[src/rtl/display_pkg.sv]
// display_pkg: shared constants and hex-to-7-segment decode for the display multiplexer
package display_pkg;
  localparam int DIGIT_W = 4;
  localparam logic [0:6] SEG_BLANK = 7'b1111111;
  function automatic logic [0:6] hex_to_seg(input logic [3:0] v);
    case (v)
      4'h0: return 7'b0000001;
      4'h1: return 7'b1001111;
      4'h2: return 7'b0010010;
      4'h3: return 7'b0000110;
      4'h4: return 7'b1001100;
      4'h5: return 7'b0100100;
      4'h6: return 7'b0100000;
      4'h7: return 7'b0001111;
      4'h8: return 7'b0000000;
      4'h9: return 7'b0001100;
      4'hA: return 7'b0001000;
      4'hB: return 7'b1100000;
      4'hC: return 7'b0110001;
      4'hD: return 7'b1000010;
      4'hE: return 7'b0110000;
      default: return 7'b0111000;
    endcase
  endfunction
endpackage

[src/rtl/display_mux_if.sv]
// display_mux_if: data/strobe inputs and segment/anode outputs of the display multiplexer
interface display_mux_if import display_pkg::*; #(parameter int N_DIGITS = 4);
  logic [DIGIT_W*N_DIGITS-1:0] entrada;
  logic [N_DIGITS-1:0] pontos;
  logic carregar;
  logic apagaZeros;
  logic [0:6] saida;
  logic ponto;
  logic [N_DIGITS-1:0] anodo;
  modport master(output entrada, pontos, carregar, apagaZeros, input saida, ponto, anodo);
  modport slave(input entrada, pontos, carregar, apagaZeros, output saida, ponto, anodo);
endinterface

[src/rtl/display_prescaler.sv]
// display_prescaler: free-running 0..DIV-1 slot counter exposing its next value and wrap tick
module display_prescaler #(
  parameter int DIV = 50000,
  localparam int CW = $clog2(DIV)
) (
  input  logic clk,
  input  logic rst,
  output logic [CW-1:0] nxt,
  output logic tick
);
  logic [CW-1:0] count;
  assign tick = count == CW'(DIV - 1);
  assign nxt = tick ? '0 : count + 1'b1;
  // advance the slot counter, wrapping at DIV-1
  always_ff @(posedge clk)
    if (rst) count <= '0;
    else count <= nxt;
endmodule

[src/rtl/display_mux.sv]
// display_mux: round-robin 7-segment scanner with anti-ghost blanking, zero suppression and decimal points
module display_mux import display_pkg::*; #(
  parameter int N_DIGITS = 4,
  parameter int DIV = 50000,
  parameter int BLANK_CYC = 1
) (
  input logic clockDisplay,
  input logic reset,
  display_mux_if.slave bus
);
  localparam int IW = N_DIGITS > 1 ? $clog2(N_DIGITS) : 1;
  localparam int CW = $clog2(DIV);
  logic [DIGIT_W*N_DIGITS-1:0] buffer;
  logic [N_DIGITS-1:0] dp, sup;
  logic [IW-1:0] idx, idx_nx;
  logic [CW-1:0] cnt_nx;
  logic [DIGIT_W-1:0] dig;
  logic tick, lit, hi;
  display_prescaler #(.DIV(DIV)) u_pre (
    .clk(clockDisplay),
    .rst(reset),
    .nxt(cnt_nx),
    .tick(tick)
  );
  assign idx_nx = tick ? (idx == IW'(N_DIGITS - 1) ? '0 : idx + 1'b1) : idx;
  assign dig = buffer[idx_nx*DIGIT_W +: DIGIT_W];
  assign lit = cnt_nx >= CW'(BLANK_CYC);
  // a digit is blanked when it and every more significant digit are zero; digit 0 always shows
  always_comb begin
    hi = 1'b1;
    sup = '0;
    for (int k = N_DIGITS - 1; k >= 0; k--) begin
      hi = hi && buffer[k*DIGIT_W +: DIGIT_W] == '0;
      sup[k] = bus.apagaZeros && hi && k != 0;
    end
  end
  // latch display data and register outputs from the post-edge slot position
  always_ff @(posedge clockDisplay)
    if (reset) begin
      buffer <= '0;
      dp <= '0;
      idx <= '0;
      bus.anodo <= '1;
      bus.saida <= SEG_BLANK;
      bus.ponto <= 1'b1;
    end else begin
      if (bus.carregar) begin
        buffer <= bus.entrada;
        dp <= bus.pontos;
      end
      idx <= idx_nx;
      bus.anodo <= lit ? ~(N_DIGITS'(1) << idx_nx) : '1;
      bus.saida <= !lit || sup[idx_nx] ? SEG_BLANK : hex_to_seg(dig);
      bus.ponto <= !lit || !dp[idx_nx];
    end
endmodule

[src/flat_wrapper.sv]
// flat-port wrapper written by rule: the top's interface ports become plain ports
module display_mux_flat import display_pkg::*;
#(
  parameter int N_DIGITS = 4,
  parameter int DIV = 50000,
  parameter int BLANK_CYC = 1
)
  (clockDisplay, reset, bus_entrada, bus_pontos, bus_carregar, bus_apagaZeros, bus_saida, bus_ponto, bus_anodo);
  display_mux_if #(.N_DIGITS(N_DIGITS)) bus_i ();
  input logic clockDisplay;
  input logic reset;
  input wire logic [$bits(bus_i.entrada)-1:0] bus_entrada;
  input wire logic [$bits(bus_i.pontos)-1:0] bus_pontos;
  input wire logic [$bits(bus_i.carregar)-1:0] bus_carregar;
  input wire logic [$bits(bus_i.apagaZeros)-1:0] bus_apagaZeros;
  output wire logic [$bits(bus_i.saida)-1:0] bus_saida;
  output wire logic [$bits(bus_i.ponto)-1:0] bus_ponto;
  output wire logic [$bits(bus_i.anodo)-1:0] bus_anodo;
  assign bus_i.entrada = bus_entrada;
  assign bus_i.pontos = bus_pontos;
  assign bus_i.carregar = bus_carregar;
  assign bus_i.apagaZeros = bus_apagaZeros;
  assign bus_saida = bus_i.saida;
  assign bus_ponto = bus_i.ponto;
  assign bus_anodo = bus_i.anodo;
  display_mux #(.N_DIGITS(N_DIGITS), .DIV(DIV), .BLANK_CYC(BLANK_CYC)) u_core (.clockDisplay(clockDisplay), .reset(reset), .bus(bus_i));
endmodule
[config.mk]
export PLATFORM = sky130hd
export DESIGN_NAME = display_mux_flat
export DESIGN_NICKNAME = d
export VERILOG_FILES = /design/src/rtl/display_pkg.sv /design/src/rtl/display_mux_if.sv /design/src/rtl/display_prescaler.sv /design/src/rtl/display_mux.sv /design/src/flat_wrapper.sv
export SDC_FILE = /design/constraint.sdc
export NUM_CORES = 1
export LEC_CHECK = 0
export ABC_AREA = 1
export BUFFER_PORTS_ARGS = -buffer_cell sky130_fd_sc_hd__buf_2
export CORE_ASPECT_RATIO = 0.7
export CORE_MARGIN = 10
export CORE_UTILIZATION = 45
export CTS_CLUSTER_SIZE = 14
export DETAILED_ROUTE_END_ITERATION = 8
export PLACE_DENSITY = 0.76
export SLEW_MARGIN = 40
export SYNTH_ARGS = -nofsm -noshare
export SYNTH_HDL_FRONTEND = slang
export SYNTH_SLANG_ARGS = --single-unit
[constraint.sdc]
create_clock -name clockDisplay -period 2.3 [get_ports clockDisplay]
set_input_delay 0.46 -clock clockDisplay [delete_from_list [all_inputs] [get_ports clockDisplay]]
set_output_delay 0.46 -clock clockDisplay [all_outputs]
set_load 0.05 [all_outputs]
==> results of run 1 <==
[flip-flops by register name (all words and copies together), names as in the netlist]
| register | flops |
|---|---|
| u_core.buffer | 16 |
| u_core.u_pre.count | 16 |
| u_core.bus.saida | 7 |
| u_core.bus.anodo | 4 |
| u_core.dp | 4 |
| u_core.idx | 2 |
| u_core.bus.ponto | 1 |
[cells in the final DEF (no fill, tap or decap), drive strengths merged]
cell type,count
ha,9
nand3,55
o211ai,1
clkinvlp,1
nor4,1
nand3b,3
nand2,112
inv,43
clkbuf,5
dfxtp,50
xor2,2
nand4,2
xnor2,1
nor2,75
o21bai,3
buf,43
o21ai,25
nor3,4
clkinv,4
a21oi,7
a22oi,1
[final timing paths]
path / start / to / slack (ns) / cells past startpoint
max: u_core.u_pre.count[0] / u_core.bus.saida[3] / 0.15 / 15
min: bus_entrada[2] / u_core.buffer[2] / 0.37 / 3
max reg2reg: u_core.u_pre.count[0] / u_core.bus.saida[3] / 0.15 / 15
min reg2reg: u_core.u_pre.count[0] / u_core.u_pre.count[0] / 0.47 / 1
[cells in the mapped netlist]
cell / instances / area [sq um]
nand2_2: 16 / 100
nand3_4: 1 / 17.5
clkinv_1: 2 / 7.51
nor2_1: 63 / 236
nand3_2: 3 / 30.0
nor2_8: 1 / 20.0
a22oi_1: 1 / 7.51
o21ai_0: 23 / 115
ha_1: 9 / 113
nand4_1: 2 / 12.5
nand2_4: 2 / 22.5
nor3_1: 4 / 20.0
nand3b_1: 3 / 22.5
o21ai_1: 1 / 5.00
o21bai_1: 3 / 22.5
nor2_4: 7 / 78.8
inv_2: 2 / 7.51
dfxtp_1: 50 / 1000
clkbuf_1: 7 / 26.3
nor4_1: 1 / 6.26
nor2_2: 4 / 25.0
o211ai_1: 1 / 7.51
buf_6: 3 / 33.8
xnor2_1: 1 / 8.76
o21ai_4: 1 / 16.3
xor2_1: 2 / 17.5
nand2_1: 94 / 353
nand3_1: 51 / 255
a21oi_1: 7 / 35.0
inv_1: 41 / 154
[per-layer routing]
layer | wire, microns | share of wire | track usage
met5 | 0 | 0 | 0
met4 | 43 | 0.0068 | 0.0306
met3 | 566 | 0.089 | 0.0418
met2 | 2290 | 0.36 | 0.179
met1 | 3460 | 0.54 | 0.190
[worst max-delay path, stage by stage (launching register included)]
cell,delay [ns]
dfxtp_4,0.38
ha_4,0.15
nand3_4,0.10
nor2_4,0.17
nand2_4,0.10
nand2_2,0.09
nand2_4,0.10
nand3_1,0.10
nand2_1,0.10
nor2_4,0.18
inv_1,0.10
ha_1,0.22
nand2_2,0.09
nand2_1,0.05
nand2_1,0.05
nand3_1,0.07
[power by group through the flow]
stage,Clock [mW],Sequential [mW],Combinational (mW)
6_report,0.510,0.938,0.261
5_1_grt,0.560,0.944,0.293
4_1_cts,0.531,0.937,0.260
3_5_place_dp,0,0.958,0.260
3_3_place_gp,0,0.957,0.256
2_1_floorplan,0,1.01,0.136
[stage by stage]
stage,hold WS [ns],util,total power [mW]
global placement,0.466,0.520,1.21
global route,0.385,0.549,1.80
floorplan,0.448,-,1.14
detailed placement,0.474,0.520,1.22
CTS,0.367,0.536,1.73
finish,0.373,0.549,1.71
[kinds of logic (layout without fill, tap and decap cells)]
logic type      count (synthesis)  in the layout  synth area share
buf+inv                        55             96            0.0824
xor+xnor                        3              3           0.00946
compound gates                 37             37            0.0752
fa+ha+maj                       9              9            0.0405
simple gates                  252            252             0.432
flops                          50             50             0.360
[cell type report]
| cell class | instances | share of cell area |
|---|---|---|
| clock buffers | 5 | 0.0215 |
| flip-flops and latches | 50 | 0.316 |
| repair buffers | 43 | 0.0733 |
| clock inverters | 3 | 0.00663 |
| well taps | 75 | 0.0293 |
| multi-input cells | 301 | 0.501 |
| inverters | 45 | 0.0527 |
[what timing repair did]
| item | 4_1_cts | 5_1_grt |
|---|---|---|
| buffers inserted | 0 | 1 |
| gates resized for setup | 0 | 20 |
| setup endpoints to repair | 0 | 7 |
==> impl_metrics.tcl, run 1 <==
set metrics [dict create \
    status "completed" \
    max_freq_mhz 464 \
    ir_worst_vdd_v 0.000323 \
    grt_pass1_vias 2336 \
    p_sw_frac 0.292 \
    place_ws_ns 0.0486 \
    clock_sinks 50 \
    end_kind "flip-flop" \
    slew_headroom 0.758 \
    ff_latch_area_sq_um 1010 \
    clockRootBuffer "clkbuf_8" \
    hpwl_microns 5020 \
    die_x_microns 114 \
    yosysSeqAreaShare 0.360 \
    fin_nets 479 \
    critPathKind "flip-flop to flip-flop" \
    dp.cells 513 \
    cts_max_level 2 \
    first_pass_iters 4 \
    power_frac_comb 0.153 \
    postSynthCellCount 406 \
    dieArea_sq_um 9770 \
    finClkSkew_ns 0.00724 \
    syn_to_final_growth_pct 15.5 \
    drt_wl_total_microns 6360 \
    grt_pass1_wl_microns 10800 \
    grt_overflow 0 \
    clkLatencyLatePin_ns 0.30 \
    setup_violations 0 \
    slew_violations 0 \
    hold_path_class "input port to flip-flop" \
    min_period_ns 2.15 \
    placed_cell_area_sq_um 3040 \
    setup_tns_ns 0 \
    instances_no_fill 522 \
    grt_antenna_before_repair 0 \
    rsz0062_at_grt "no" \
    cts_tree "yes" \
    leakage_nw 1.49 \
    fillCellCount 576 \
    syn_nets 439 \
    yosysWarnings 0 \
    fin_ws_ns 0.146 \
    cts_hold_buf 0 \
    layout-drive-gt1-share 0.221 \
    multi_input_area_sq_um 1610 \
    clk_path_buf_depth 2 \
    track_usage 0.130 \
    rows 23 \
    maxCapViolations 0 \
    clkPwrFrac 0.298 \
    die_y_microns 85.7 \
    gp_congestion 0.905 \
    drt-wirelength-per-cell_microns 12.2 \
    final_area_sq_um 3210 \
    worstPathRequired_ns 2.50 \
    via_count 2585 \
    finalCritPeriodShare 0.937 \
    pin_count 36 \
    drc_errors 0 \
    portBuffers 35 \
    hold_viol 0 \
    arrival_ns 2.35 \
    crit_fanout 11 \
    startpoint_type "flip-flop" \
    power.switching_mw 0.500 \
    synth_area_sq_um 2780 \
    start_util 0.475 \
    grt_max_degree 28 \
    ant_nets 0 \
    n_antenna_cell 0 \
    ys_types 30 \
    ys_ff_latch 50 \
    viasPerCell 4.95 \
    drt_iter0_drc 168 \
    clk_pin_slew_ns 0.09 \
    avgSynthCellArea_sq_um 6.84 \
    tightest_slew_ns 0.362 \
    p_seq_frac 0.549 \
    powerDensity_nw_per_um2 533 \
    p_int_mw 1.21 \
    numCtsBuffers 5 \
    core_sq_um 5840 \
]
Power figures use the tool's default switching activity.
==> run 2, diff against run 1 <==
- REMOVE_ABC_BUFFERS: default -> 1
==> run 2 against run 1 <==
  * Final area is 2.9% higher
  * Via count is 3.9% higher
  * Hold slack worse by 0.0013 ns
  * Wire length is 8.7% higher
  * Highest routed layer unchanged
==> impl_metrics.tcl, run 2 (synthesis results as in run 1) <==
set metrics [dict create \
    status "completed" \
    tightest_slew_ns 0.472 \
    via_count 2685 \
    finalCritPeriodShare 0.965 \
    numCtsBuffers 5 \
    top_regs "u_core.buffer (16), u_core.u_pre.count (16), u_core.bus.saida (7)" \
    rows 23 \
    hold_viol 0 \
    drt_wl_total_microns 6910 \
    clockRootBuffer "clkbuf_8" \
    clk_path_buf_depth 2 \
    slew_headroom 0.685 \
    start_util 0.475 \
    ant_nets 0 \
    layout-drive-gt1-share 0.243 \
    min_period_ns 2.22 \
    clkLatencyLatePin_ns 0.31 \
    pin_count 36 \
    place_ws_ns -0.0115 \
    cts_max_level 2 \
    drt_iter0_drc 186 \
    max_freq_mhz 451 \
    fillCellCount 566 \
    drt-wirelength-per-cell_microns 13.1 \
    syn_to_final_growth_pct 18.8 \
    die_y_microns 85.7 \
    fin_ws_ns 0.0813 \
    finClkSkew_ns 0.0105 \
    startpoint_type "flip-flop" \
    hpwl_microns 5120 \
    arrival_ns 2.41 \
    n_antenna_cell 0 \
    slew_violations 0 \
    ir_worst_vdd_v 0.000268 \
    powerDensity_nw_per_um2 557 \
    setup_violations 0 \
    ff_latch_area_sq_um 1020 \
    clk_pin_slew_ns 0.10 \
    first_pass_iters 5 \
    maxCapViolations 0 \
    final_util 0.565 \
    multi_input_area_sq_um 1630 \
    clock_sinks 50 \
    track_usage 0.139 \
    grt_pass1_wl_microns 11600 \
    critPathKind "flip-flop to flip-flop" \
    layout_common_cells "nand2_1, nor2_1, nand3_1" \
    grt_overflow 0 \
    grt_antenna_before_repair 0 \
    fin_nets 485 \
    grt_max_degree 19 \
    gp_congestion 0.936 \
    core_sq_um 5840 \
    drc_errors 0 \
    dieArea_sq_um 9770 \
    hold_path_class "input port to flip-flop" \
    final_common_cell "nand2_1" \
    grt_pass1_vias 2521 \
    crit_fanout 13 \
    portBuffers 35 \
    end_kind "flip-flop" \
    die_x_microns 114 \
    worstPathRequired_ns 2.49 \
    leakage_nw 1.53 \
    cts_tree "yes" \
    viasPerCell 5.09 \
]
## run 2: worst max-delay path: stages, from the launching register on
cell and delay, ns:
dfxtp_2 0.38, ha_4 0.16, nand3_4 0.10, nor2_4 0.17, nand3b_1 0.24, nand2_8 0.17
nand3_1 0.09, nand2_1 0.11, nor2_4 0.07, ha_1 0.21, inv_1 0.11, nand3_1 0.11
nand3_1 0.10, nand3_1 0.08
## run 2: final timing paths
check / from / cells past startpoint / slack (ns) / endpoint
worst max-delay path: u_core.u_pre.count[1] / 13 / 0.08 / u_core.bus.saida[3]
worst min-delay path: bus_entrada[14] / 3 / 0.37 / u_core.buffer[14]
worst max register to register: u_core.u_pre.count[1] / 13 / 0.08 / u_core.bus.saida[3]
worst min register to register: u_core.u_pre.count[0] / 1 / 0.47 / u_core.u_pre.count[0]
## run 2: cell type report
cell class,count,share of cell area
clock inverter,2,0.0114
multi-input combinational,301,0.494
timing repair buffer,49,0.0849
tap,75,0.0284
inverter,45,0.0512
sequential,50,0.308
clock buffer,6,0.0220
## run 2: where the power goes
| group | switching [mW] | internal [mW] |
|---|---|---|
| sequential | 0.0283 | 0.909 |
| clock | 0.299 | 0.325 |
| combinational | 0.186 | 0.0928 |
| total | 0.513 | 1.33 |
## run 2: stage by stage
stage          total power [mW]  area, sq um  hold slack, ns  TNS, ns  cells
6_report                   1.84         3300           0.372        0    528
5_1_grt                    1.93         3300           0.365  -0.0805    528
4_1_cts                    1.84         3170           0.367        0    523
3_5_place_dp               1.22         3050           0.475  -0.0115    515
3_3_place_gp               1.22         3050           0.466        0    515
2_1_floorplan              1.13         2720           0.449        0    396
## run 2: layer usage
metal,up-vias,part of all wire,global-route usage
met5,-,0,0
met4,0,0.015,0.0420
met3,11,0.069,0.0376
met2,92,0.43,0.206
met1,1209,0.49,0.192
li1,1373,-,-
## run 2: what timing repair did
item | 4_1_cts | 5_1_grt
endpoints found under the setup margin | 1 | 7
gates cloned | 0 | 0
gates resized for setup | 2 | 25
hold endpoints to repair | 0 | 0
hold buffers | 0 | 0
pin swaps | 0 | 6
setup buffers | 0 | 5
==> run 3, diff against run 2 <==
- MAX_ROUTING_LAYER: default -> met4
==> run 3 against run 2 <==
  * Critical endpoint unchanged
  * Highest routed layer unchanged
  * Core utilization unchanged
  * Fmax decreased by 0.18%
  * Cell count unchanged
  * Combinational power about the same
  * Total power increased by 0.26%
  * Die area unchanged
==> impl_metrics.tcl, run 3 (synthesis results as in run 1) <==
set metrics [dict create \
    fin_total_pwr_mw 1.84 \
    hold_viol 0 \
    r2r_start "u_core.u_pre.count[1]" \
    max_freq_mhz 450 \
    layout-drive-gt1-share 0.243 \
    clkPwrFrac 0.341 \
    layout_common_cells "nand2_1, nor2_1, nand3_1" \
    tightest_slew_ns 0.512 \
    dieArea_sq_um 9770 \
    clock_sinks 50 \
    rrSetupSlack_ns 0.08 \
    clkLatencyLatePin_ns 0.31 \
    fin_ws_ns 0.0774 \
    max_stage_delay_ns 0.38 \
    via_count 2648 \
    power.switching_mw 0.517 \
    grt_pass1_wl_microns 11600 \
    instances_no_fill 528 \
    r2r_cells 13 \
    p_seq_frac 0.508 \
    track_usage 0.143 \
    final_util 0.565 \
    crit_fanout 13 \
    power_frac_comb 0.151 \
    grt_overflow 0 \
    slew_headroom 0.658 \
    syn_to_final_growth_pct 18.8 \
    clockRootBuffer "clkbuf_8" \
    cts_max_level 2 \
    n_antenna_cell 0 \
    dp.cells 515 \
    setup_violations 0 \
    p_int_mw 1.33 \
    finalCritPeriodShare 0.966 \
    clk_pin_slew_ns 0.10 \
    leakage_nw 1.53 \
    place_ws_ns -0.0115 \
    powerDensity_nw_per_um2 559 \
    top_regs "u_core.buffer (16), u_core.u_pre.count (16), u_core.bus.saida (7)" \
    hpwl_microns 5120 \
    worstPathRequired_ns 2.49 \
    min_from "bus_entrada[14]" \
    pin_count 36 \
    worstReg2RegEnd "u_core.bus.saida[3]" \
    grt_max_degree 19 \
    critPathBufInv 1 \
    final_common_cell "nand2_1" \
    finClkSkew_ns 0.0101 \
    fin_nets 485 \
    rows 23 \
    start_util 0.475 \
    startpoint_type "flip-flop" \
    min_period_ns 2.22 \
    grt_antenna_before_repair 0 \
    drt-wirelength-per-cell_microns 13.0 \
    first_pass_iters 4 \
    critPathKind "flip-flop to flip-flop" \
    ant_nets 0 \
    gp_congestion 0.953 \
    crit_top_cell "nand3_1" \
    clk_path_buf_depth 2 \
    drt_iter0_drc 176 \
    core_sq_um 5840 \
    end_kind "flip-flop" \
    maxCapViolations 0 \
    numCtsBuffers 5 \
    arrival_ns 2.42 \
    min_to "u_core.buffer[14]" \
    path_cells "ha_4 > nand3_4 > nor2_4 > nand3b_1 > nand2_8 > nand3_1 > nand2_1 > nor2_4 > ha_1 > inv_1 > nand3_1 > nand3_1 > nand3_1" \
    ir_worst_vdd_v 0.000270 \
    die_y_microns 85.7 \
    hold_path_class "input port to flip-flop" \
    cts_tree "yes" \
    die_x_microns 114 \
    portBuffers 35 \
    drc_errors 0 \
    slew_violations 0 \
    status "completed" \
    p_sw_frac 0.281 \
    viasPerCell 5.02 \
    crit_family "simple AND/OR/NAND/NOR gates" \
    grt_pass1_vias 2519 \
    cp_slowest_cell "dfxtp_2" \
    drt_wl_total_microns 6850 \
    hold_depth 3 \
]
==> run 3: cell counts in the layout (fill, tap and decap cells not counted) <==
Identical to the previous run, type by type.
==> run 3: stage by stage <==
step	setup TNS [ns]	hold WS, ns	instance area (sq um)
after floorplan	0	0.449	2720
after global placement	0	0.466	3050
after detailed placement	-0.0115	0.475	3050
after CTS	0	0.367	3170
after global routing	-0.0750	0.365	3300
final	0	0.371	3300
==> run 3: per-layer routing <==
metal  GRT usage  routed length [microns]  part of all wire
met1       0.193                     3400              0.50
met2       0.206                     2890              0.42
met3      0.0348                      456             0.067
met4      0.0420                      103             0.015
met5           -                        0                 0
==> run 3: final cells by class <==
class | count | area [sq um]
clock buffers | 6 | 72.6
well taps | 75 | 93.8
multi-input cells | 301 | 1630
inverters | 45 | 169
repair buffers | 49 | 280
fillers | 566 | 2540
flip-flops and latches | 50 | 1020
clock inverters | 2 | 37.5
==> run 3: worst max-delay path by stage <==
stage / end / slack (ns) / cells past startpoint / startpoint
floorplan: u_core.bus.saida[3] / 0.04 / 15 / u_core.u_pre.count[0]
global placement: u_core.bus.saida[3] / 0.09 / 15 / u_core.u_pre.count[0]
detailed placement: u_core.bus.saida[3] / -0.01 / 15 / u_core.u_pre.count[1]
CTS: u_core.bus.saida[3] / 0.02 / 15 / u_core.u_pre.count[0]
global route: u_core.bus.saida[3] / -0.04 / 13 / u_core.u_pre.count[1]
finish: u_core.bus.saida[3] / 0.08 / 13 / u_core.u_pre.count[1]
==> run 3: power groups by stage <==
stage	sequential, mW	clock [mW]	combinational (mW)
floorplan	1.01	0	0.128
global placement	0.954	0	0.264
detailed placement	0.955	0	0.269
CTS	0.935	0.637	0.271
global route	0.942	0.681	0.309
finish	0.937	0.629	0.278
==> run 3: worst register-to-register path, stage by stage (launching register included) <==
cell	delay, ns
dfxtp_2	0.38
ha_4	0.16
nand3_4	0.10
nor2_4	0.17
nand3b_1	0.24
nand2_8	0.18
nand3_1	0.09
nand2_1	0.12
nor2_4	0.07
ha_1	0.21
inv_1	0.12
nand3_1	0.11
nand3_1	0.10
nand3_1	0.08
==> run 3: repair_timing <==
action                                  4_1_cts  5_1_grt
hold buffers                                  0        0
hold endpoints to repair                      0        0
endpoints found under the setup margin        1        7
pin swaps                                     0        6
resized for setup                             2       25
setup buffers                                 0        5
